### config.mk
export PLATFORM = sky130hd
export DESIGN_NAME = atm_account_server
export DESIGN_NICKNAME = d
export VERILOG_FILES = /design/src/rtl/atm_account_server.sv
export SDC_FILE = /design/constraint.sdc
export NUM_CORES = 1
export LEC_CHECK = 0
export ABC_AREA = 1
export BUFFER_PORTS_ARGS = -buffer_cell sky130_fd_sc_hd__buf_2
export CAP_MARGIN = 20
export CORE_ASPECT_RATIO = 1.2
export CORE_MARGIN = 2
export CORE_UTILIZATION = 51
export CTS_BUF_LIST = sky130_fd_sc_hd__clkbuf_4
export DETAILED_ROUTE_END_ITERATION = 8
export PLACE_DENSITY = 0.69
export SYNTH_ARGS = -nofsm -noshare
export SYNTH_HDL_FRONTEND = slang
export SYNTH_SLANG_ARGS = --single-unit
### constraint.sdc
create_clock -name clk -period 5.2 [get_ports clk]
set_input_delay 1.04 -clock clk [delete_from_list [all_inputs] [get_ports clk]]
set_output_delay 1.04 -clock clk [all_outputs]
set_load 0.01 [all_outputs]
### src/rtl/atm_account_server.sv
// Account store and authorizer for the ATM front end.
// It holds the PIN, balance, failed-try counter and lock flag for each card.
// Requests are served one at a time: IDLE accepts a request, EXEC evaluates
// and commits it, and RESP holds the registered response until it is taken.
module atm_account_server #(
  parameter int          NUM_ACCOUNTS  = 4,
  parameter logic [15:0] INIT_PIN      = 16'h1234,
  parameter logic [15:0] INIT_BALANCE  = 16'h0500,
  parameter int          MAX_PIN_TRIES = 3
) (
  input  logic                    clk,
  input  logic                    rst,
  input  logic                    req_valid,
  output logic                    req_ready,
  input  logic [2:0]              req_op,
  input  logic [7:0]              req_card,
  input  logic [15:0]             req_pin,
  input  logic [15:0]             req_data,
  output logic                    rsp_valid,
  input  logic                    rsp_ready,
  output logic [7:0]              rsp_status,
  output logic [15:0]             rsp_balance,
  output logic [NUM_ACCOUNTS-1:0] locked
);

  localparam int TRY_W = $clog2(MAX_PIN_TRIES + 1);

  localparam logic [2:0] OP_VERIFY     = 3'd0;
  localparam logic [2:0] OP_BALANCE    = 3'd1;
  localparam logic [2:0] OP_WITHDRAW   = 3'd2;
  localparam logic [2:0] OP_DEPOSIT    = 3'd3;
  localparam logic [2:0] OP_PIN_CHANGE = 3'd4;

  localparam logic [7:0] ST_OK       = 8'h00;
  localparam logic [7:0] ST_BAD_CARD = 8'h01;
  localparam logic [7:0] ST_BAD_PIN  = 8'h02;
  localparam logic [7:0] ST_LOCKED   = 8'h03;
  localparam logic [7:0] ST_NO_FUNDS = 8'h04;
  localparam logic [7:0] ST_OVERFLOW = 8'h05;
  localparam logic [7:0] ST_BAD_OP   = 8'h06;

  typedef enum logic [1:0] {S_IDLE, S_EXEC, S_RESP} state_t;

  state_t state_q, state_d;

  // Per-account storage
  logic [15:0]             pin_q   [NUM_ACCOUNTS];
  logic [15:0]             bal_q   [NUM_ACCOUNTS];
  logic [TRY_W-1:0]        tries_q [NUM_ACCOUNTS];
  logic [NUM_ACCOUNTS-1:0] locked_q;

  // Request captured at acceptance
  logic [2:0]  op_q;
  logic [7:0]  card_q;
  logic [15:0] pin_in_q;
  logic [15:0] data_q;

  // Registered response
  logic [7:0]  rsp_status_q;
  logic [15:0] rsp_bal_q;

  // Evaluation results for the request being executed
  logic [15:0]      cur_pin, cur_bal;
  logic [TRY_W-1:0] cur_tries;
  logic             cur_lock;
  logic [16:0]      sum17;
  logic [7:0]       status_d;
  logic [15:0]      rsp_bal_d;
  logic [15:0]      pin_d, bal_d;
  logic [TRY_W-1:0] tries_d;
  logic             lock_d;
  logic             wr_d;

  assign req_ready   = (state_q == S_IDLE);
  assign rsp_valid   = (state_q == S_RESP);
  assign rsp_status  = rsp_status_q;
  assign rsp_balance = rsp_bal_q;
  assign locked      = locked_q;

  // FSM state register
  always_ff @(posedge clk) begin
    if (rst) state_q <= S_IDLE;
    else     state_q <= state_d;
  end

  // FSM next-state: one request in flight, response held until taken
  always_comb begin
    state_d = state_q;
    unique case (state_q)
      S_IDLE:  if (req_valid) state_d = S_EXEC;
      S_EXEC:  state_d = S_RESP;
      S_RESP:  if (rsp_ready) state_d = S_IDLE;
      default: state_d = S_IDLE;
    endcase
  end

  // Capture request fields only on the accepting edge
  always_ff @(posedge clk) begin
    if (state_q == S_IDLE && req_valid) begin
      op_q     <= req_op;
      card_q   <= req_card;
      pin_in_q <= req_pin;
      data_q   <= req_data;
    end
  end

  // Select the addressed account; out-of-range cards read as zero and are
  // rejected before any of these values matter
  always_comb begin
    cur_pin   = '0;
    cur_bal   = '0;
    cur_tries = '0;
    cur_lock  = 1'b0;
    for (int i = 0; i < NUM_ACCOUNTS; i++) begin
      if (card_q == 8'(i)) begin
        cur_pin   = pin_q[i];
        cur_bal   = bal_q[i];
        cur_tries = tries_q[i];
        cur_lock  = locked_q[i];
      end
    end
  end

  // Authorize and compute the outcome; checks are in priority order
  always_comb begin
    sum17     = {1'b0, cur_bal} + {1'b0, data_q};
    status_d  = ST_OK;
    rsp_bal_d = 16'h0000;
    pin_d     = cur_pin;
    bal_d     = cur_bal;
    tries_d   = cur_tries;
    lock_d    = cur_lock;
    wr_d      = 1'b0;
    if (int'(card_q) >= NUM_ACCOUNTS) begin
      status_d = ST_BAD_CARD;
    end else if (op_q > OP_PIN_CHANGE) begin
      status_d = ST_BAD_OP;
    end else if (cur_lock) begin
      status_d = ST_LOCKED;
    end else if (pin_in_q != cur_pin) begin
      status_d = ST_BAD_PIN;
      wr_d     = 1'b1;
      tries_d  = cur_tries + 1'b1;
      if (tries_d == TRY_W'(MAX_PIN_TRIES)) lock_d = 1'b1;
    end else begin
      // Correct PIN: the consecutive-failure count restarts
      wr_d      = 1'b1;
      tries_d   = '0;
      rsp_bal_d = cur_bal;
      unique case (op_q)
        OP_WITHDRAW: begin
          if (data_q > cur_bal) begin
            status_d = ST_NO_FUNDS;
          end else begin
            bal_d     = cur_bal - data_q;
            rsp_bal_d = bal_d;
          end
        end
        OP_DEPOSIT: begin
          if (sum17[16]) begin
            status_d = ST_OVERFLOW;
          end else begin
            bal_d     = sum17[15:0];
            rsp_bal_d = bal_d;
          end
        end
        OP_PIN_CHANGE: pin_d = data_q;
        OP_VERIFY, OP_BALANCE: ;
        default: ;
      endcase
    end
  end

  // Account storage: restored on reset, written only at the end of EXEC
  always_ff @(posedge clk) begin
    if (rst) begin
      for (int i = 0; i < NUM_ACCOUNTS; i++) begin
        pin_q[i]   <= INIT_PIN;
        bal_q[i]   <= INIT_BALANCE;
        tries_q[i] <= '0;
      end
      locked_q <= '0;
    end else if (state_q == S_EXEC && wr_d) begin
      for (int i = 0; i < NUM_ACCOUNTS; i++) begin
        if (card_q == 8'(i)) begin
          pin_q[i]    <= pin_d;
          bal_q[i]    <= bal_d;
          tries_q[i]  <= tries_d;
          locked_q[i] <= lock_d;
        end
      end
    end
  end

  // Response registers load with the commit and hold through RESP
  always_ff @(posedge clk) begin
    if (rst) begin
      rsp_status_q <= 8'h00;
      rsp_bal_q    <= 16'h0000;
    end else if (state_q == S_EXEC) begin
      rsp_status_q <= status_d;
      rsp_bal_q    <= rsp_bal_d;
    end
  end

endmodule

==> results.json, run 1 <==
{
  "status": "finished clean",
  "nFillCells": 2033,
  "setup_violations": 0,
  "leakagePower_nw": 5.484,
  "drc": 0,
  "grt_pass1_wl_mm": 52.35,
  "coreArea_um2": 21630,
  "swShare_pct": 25.55,
  "grt-ovfl-total": 0,
  "hold_slack_ns": 0.4637,
  "pwr-share-seq_pct": 53.9,
  "synthCells": 1289,
  "drt-wirelength-per-cell_um": 19.63,
  "fin_nets": 1488,
  "async_flop_share_pct": 0,
  "post-route-period-util_pct": 92.13,
  "ys.flop_type": "edfxtp_1",
  "hpwl_mm": 24.20,
  "p_switching_uw": 882.6,
  "numCtsBuffers": 53,
  "final_core_util_pct": 58.11,
  "vias": 9537,
  "firstDrtPassIters": 9,
  "end_kind": "flop",
  "synth.yosys.seq_area_share_pct": 52.36,
  "post-route-min-period_ns": 4.791,
  "clkTransAtPathRegs_ns": 0.07,
  "setup_slack_ns": 0.4091,
  "clk_latency_ns": 0.68,
  "power_mw": 3.454,
  "root_buffer": "clkbuf_4",
  "fmax_mhz": 208.7,
  "syn-cell-area_um2": 11220,
  "power_frac_clock_pct": 39.3,
  "cap_violations": 0,
  "multiInputGateArea_um2": 4558,
  "dp_worst_setup_slack_ns": 0.3976,
  "io_pins": 77,
  "synth-edff-count": 179,
  "first_global_vias": 9529,
  "synth.distinct_cells": 47,
  "grt_antenna_before_repair": 1,
  "critPathMaxFanout": 16,
  "required_ns": 5.59,
  "final_antenna_net_count": 0,
  "peakVddDrop_mv": 0.1797,
  "rsz0062_at_grt": "no",
  "seq_area_um2": 5876,
  "wirelength_mm": 33.68,
  "worst_slew_pin_slew_ns": 0.9140,
  "relSlewSlack_pct": 38.92,
  "syn2layout_area_growth_pct": 12.01,
  "start_util_pct": 51.88,
  "synth-warning-count": 0,
  "place.gp.congestion": 0.9431,
  "drive_gt1_share_pct": 15.54,
  "die-area_um2": 23210,
  "cp-start-kind": "flop",
  "grt_use_total_pct": 29.21,
  "syn_area_per_cell_um2": 8.705,
  "final-hold-violation-count": 0,
  "routed_via_density": 5.558,
  "skew_ns": 0.02531,
  "synth_seq_cells": 204,
  "htreeDepth": 2,
  "cts.sinks": 204,
  "cts_tree": "yes",
  "worstPathArrival_ns": 5.19,
  "grt_max_degree": 40,
  "min_path_type": "reg2reg",
  "port_buffers": 71,
  "clk_path_buf_depth": 3,
  "p_per_area_nw_per_um2": 274.8,
  "internal_power_mw": 2.571,
  "dieHeight_um": 166.5,
  "slew_viol_final": 0,
  "cts.repair.resized": 0,
  "rows": 59,
  "critPathKind": "reg2reg",
  "drtIter0Drc": 822,
  "chipWidth_um": 139.4,
  "cts_setup_buffers": 0,
  "holdBufCountCts": 0,
  "power_frac_comb_pct": 6.8,
  "setup_total_negative_slack_ns": 0
}
## synth_stat cells (2+ instances only)
library cell    n  area, µm²
nand2_1       284       1066
nor2_1        202      758.2
edfxtp_1      179       5375
inv_1         134      503.0
nand3_1       126      630.6
a21oi_1        53      265.3
ha_1           39      488.0
nand4_1        31      193.9
dfxtp_1        25      500.5
buf_2          19      95.09
o21ai_0        19      95.09
nand2_2        17      106.4
xor2_1         17      148.9
clkbuf_1       16      60.06
a22o_1         15      131.4
o21ai_1        15      75.07
o211ai_1       11      82.58
buf_4           9      67.56
inv_2           9      33.78
nor3_1          8      40.04
a21o_1          7      52.55
nor2_2          7      43.79
buf_6           4      45.04
nand3b_1        4      30.03
nor2_4          4      45.04
o221ai_1        4      35.03
or2_2           3      18.77
a22oi_1         2      15.01
a32o_1          2      20.02
buf_1           2      7.510
clkinv_1        2      7.510
fa_1            2      40.04
nand2_4         2      22.52
o21a_1          2      15.01
o21bai_1        2      15.01
## state kept, by name, indices dropped and copies added, names as in the netlist
signal and count:
bal_q 64, pin_q 64, data_q 16, pin_in_q 16, rsp_balance 16, card_q 8
tries_q 8, locked 4, op_q 3, rsp_status 3, state_q 2
## critical path: stages, from the launching register on
cell and delay, ns:
edfxtp_1 0.32, nor2_1 0.05, nand2_2 0.10, inv_2 0.17, nand2_2 0.19, inv_2 0.11, buf_4 0.19, a22o_1 0.18
nor2_1 0.43, inv_1 0.18, ha_1 0.38, nand2_1 0.12, inv_1 0.06, a21oi_1 0.23, nor2_1 0.07, nor3_1 0.29
nand3_1 0.21, buf_4 0.21, nand2_1 0.19, inv_1 0.18, nand2_1 0.09, o211ai_1 0.14, o21ai_1 0.30, nor2_1 0.07
## cell usage in the layout, fill, tap and decap left out, types with 3 or more instances in the layout
cell type | synthesis | final
conb_1 | 1 | 5
o221ai_1 | 4 | 4
ha_1 | 39 | 39
xor2_1 | 17 | 17
nor2_1 | 202 | 201
nand3b_1 | 4 | 4
nand4_1 | 31 | 31
nor2_4 | 4 | 4
buf_4 | 9 | 31
nand2_1 | 284 | 284
o211ai_1 | 11 | 11
nand3_1 | 126 | 126
clkinv_1 | 2 | 24
o21ai_0 | 19 | 18
buf_2 | 19 | 71
clkinv_2 | 0 | 4
clkbuf_4 | 0 | 69
inv_2 | 9 | 9
nor2_2 | 7 | 8
edfxtp_1 | 179 | 179
a21o_1 | 7 | 7
inv_1 | 134 | 134
nand2_2 | 17 | 17
a21oi_1 | 53 | 53
dfxtp_1 | 25 | 25
nor3_1 | 8 | 6
a22o_1 | 15 | 15
o21ai_1 | 15 | 15
or2_2 | 3 | 3
## stage by stage
step,instances,area [µm²]
after floorplan,1293,11240
after global placement,1619,11910
after detailed placement,1619,11910
after CTS,1715,12560
after global routing,1716,12570
final,1716,12570
## power groups by stage
stage / Sequential [mW] / Combinational, mW / Clock [mW]
floorplan: 1.89 / 0.146 / 0
global placement: 1.90 / 0.232 / 0
detailed placement: 1.90 / 0.233 / 0
CTS: 1.86 / 0.234 / 1.38
global route: 1.87 / 0.258 / 1.47
finish: 1.86 / 0.234 / 1.36
## routing by layer
layer  GRT usage, %  vias up  part of all wire (%)
met5              0        -                     0
li1               -     4565                     -
met4          15.11        0                   4.9
met2          50.58      392                    50
met3          5.319       99                   7.7
met1          34.70     4481                    38
## area by class of cell
| class | count | share of cell area [%] |
|---|---|---|
| multi-input combinational | 893 | 36.27 |
| clock inverter | 27 | 1.055 |
| sequential | 204 | 46.75 |
| inverter | 146 | 4.380 |
| clock buffer | 69 | 4.121 |
| antenna | 1 | 0.01991 |
| timing repair buffer | 102 | 4.679 |
| tap | 274 | 2.728 |
## cells by family (layout without fill, tap and decap cells)
logic type / count (synthesis) / after routing / share of synthesized area, %
flops: 204 / 204 / 52.36
compound gates: 137 / 137 / 7.471
xor+xnor: 18 / 18 / 1.405
simple gates: 692 / 692 / 26.66
buf+inv: 196 / 344 / 7.359
other cells: 1 / 6 / 0.03342
fa+ha+maj: 41 / 41 / 4.706
## worst paths after layout
kind             startpoint        endpoint  slack, ns  cells after the start
min reg2reg  rsp_balance[5]  rsp_balance[5]       0.46                      2
max               card_q[4]     bal_q[2][2]       0.41                     23
min          rsp_balance[5]  rsp_balance[5]       0.46                      2
max reg2reg       card_q[4]     bal_q[2][2]       0.41                     23
No activity file was read; power rests on OpenSTA's default activity.
==> run 2: changes to the inputs <==
Settings changed: PLACE_DENSITY 0.69 to unset, PLACE_DENSITY_LB_ADDON set to 0.05.
==> run 2 against run 1 <==
  * Global-route usage grew 0.31 points
  * Clock skew grew 0.028 ns
  * Register-to-register slack is essentially flat
  * Sequential power is essentially flat
  * Clock-buffer cell count grew 13
  * Via count shrank 0.20%
  * Worst hold slack is essentially flat
==> results.json, run 2 (same netlist as run 1, synthesis figures left out) <==
{
  "numCtsBuffers": 52,
  "cts.sinks": 204,
  "worst_slew_pin_slew_ns": 0.7852,
  "grt-ovfl-total": 0,
  "syn2layout_area_growth_pct": 13.72,
  "io_pins": 77,
  "p_per_area_nw_per_um2": 277.1,
  "start_util_pct": 51.88,
  "clk_path_buf_depth": 3,
  "grt_pass1_wl_mm": 52.55,
  "crit_path_top_delay_cell": "ha_1",
  "rows": 59,
  "reg_top3": "bal_q: 64 flops, pin_q: 64 flops",
  "setup_violations": 0,
  "crit_chain": "nor2_1, nand2_2, inv_2, nand2_2, inv_2, buf_4, a21oi_1, o211ai_1, ha_1, nor2_1, inv_1, nor2_1, nand2_1, o21ai_0, nand2_1, buf_4, nand2_1, inv_1, nand2_1, o221ai_1, o21ai_1, nor2_1",
  "cts.repair.resized": 0,
  "final_cell_mix": "nand2_1 (284), nor2_1 (202), edfxtp_1 (179)",
  "post-route-period-util_pct": 92.36,
  "cp-start-kind": "flop",
  "place.gp.congestion": 0.9514,
  "final_core_util_pct": 58.99,
  "drive_gt1_share_pct": 17.39,
  "cap_violations": 0,
  "critPathKind": "reg2reg",
  "first_global_vias": 9486,
  "drt-wirelength-per-cell_um": 19.79,
  "setup_total_negative_slack_ns": 0,
  "cts_tree": "yes",
  "status": "finished clean",
  "holdBufCountCts": 0,
  "dieHeight_um": 166.5,
  "stdcell_count": 1730,
  "rsz0062_at_grt": "no",
  "chipWidth_um": 139.4,
  "min_path_type": "reg2reg",
  "root_buffer": "clkbuf_4",
  "drc": 0,
  "grt_max_degree": 35,
  "post-route-min-period_ns": 4.803,
  "leakagePower_nw": 5.611,
  "cts_setup_buffers": 0,
  "fmax_mhz": 208.2,
  "hpwl_mm": 24.69,
  "grt_use_total_pct": 29.52,
  "drtIter0Drc": 680,
  "final-hold-violation-count": 0,
  "required_ns": 5.57,
  "cpPeakStageDelay_ns": 0.38,
  "routed_via_density": 5.502,
  "slew_viol_final": 0,
  "end_kind": "flop",
  "die-area_um2": 23210,
  "clkTransAtPathRegs_ns": 0.07,
  "vias": 9518,
  "fin_nets": 1504,
  "wirelength_mm": 34.24,
  "firstDrtPassIters": 5,
  "final_antenna_net_count": 0,
  "grt_antenna_before_repair": 1,
  "htreeDepth": 2,
  "skew_ns": 0.05304,
  "port_buffers": 71,
  "critPathMaxFanout": 15,
  "coreArea_um2": 21630,
  "final_common_cell": "nand2_1",
  "clk_latency_ns": 0.69,
  "post-place-cells": 1636,
  "worstPathArrival_ns": 5.17,
  "peakVddDrop_mv": 0.1866,
  "relSlewSlack_pct": 47.59
}
-- run 2: changes by cell type in the layout (fill, tap and decap cells not counted), sizes merged --
cell,delta
buf,+17
clkbuf,+13
clkinv,-17
inv,+1
-- run 2: routing by layer --
metal | global-route usage (%) | vias up | wire (µm)
met1 | 35.10 | 4472 | 13390
met2 | 52.30 | 378 | 17440
met3 | 4.974 | 86 | 2008
li1 | - | 4582 | -
met4 | 13.35 | 0 | 1397
met5 | 0 | - | 0
-- run 2: layout make-up --
type | instances | area (µm²)
Antenna cell | 1 | 2.502
Clock buffer | 82 | 615.6
Clock inverter | 11 | 76.32
Fill cell | 2016 | 8870
Inverter | 146 | 550.5
Multi-Input combinational cell | 893 | 4556
Sequential cell | 204 | 5876
Tap cell | 274 | 342.8
Timing Repair Buffer | 119 | 740.7
-- run 2: worst paths after layout --
path	from	endpoint	slack, ns	cells past startpoint
max	card_q[7]	bal_q[0][12]	0.40	22
min reg2reg	rsp_status[1]	rsp_status[1]	0.46	2
max reg2reg	card_q[7]	bal_q[0][12]	0.40	22
min	rsp_status[1]	rsp_status[1]	0.46	2
-- run 2: power breakdown --
part	internal, mW	total [mW]	switching, mW
combinational	0.0698	0.243	0.173
clock	0.764	1.43	0.667
sequential	1.83	1.86	0.0280
total	2.67	3.54	0.868
-- run 2: critical path, delay by kind of cell (launching register included) --
family,cells,cell delay [ns]
DFF,1,0.36
AOI/OAI and AO/OA,5,1.17
buffers and inverters,6,1.26
and+or+nand+nor,10,1.35
adders and majority gates,1,0.38
-- run 2: through the flow --
stage / setup WS, ns / cell area (µm²) / hold WS, ns / total power, mW
final: 0.3971 / 12760 / 0.4637 / 3.536
after global routing: 0.0001816 / 12760 / 0.4858 / 3.663
after CTS: 0.4623 / 12760 / 0.4664 / 3.555
after detailed placement: 0.4913 / 12070 / 0.4562 / 2.139
after global placement: 0.6519 / 12070 / 0.4528 / 2.137
after floorplan: 0.6907 / 11240 / 0.4646 / 2.036
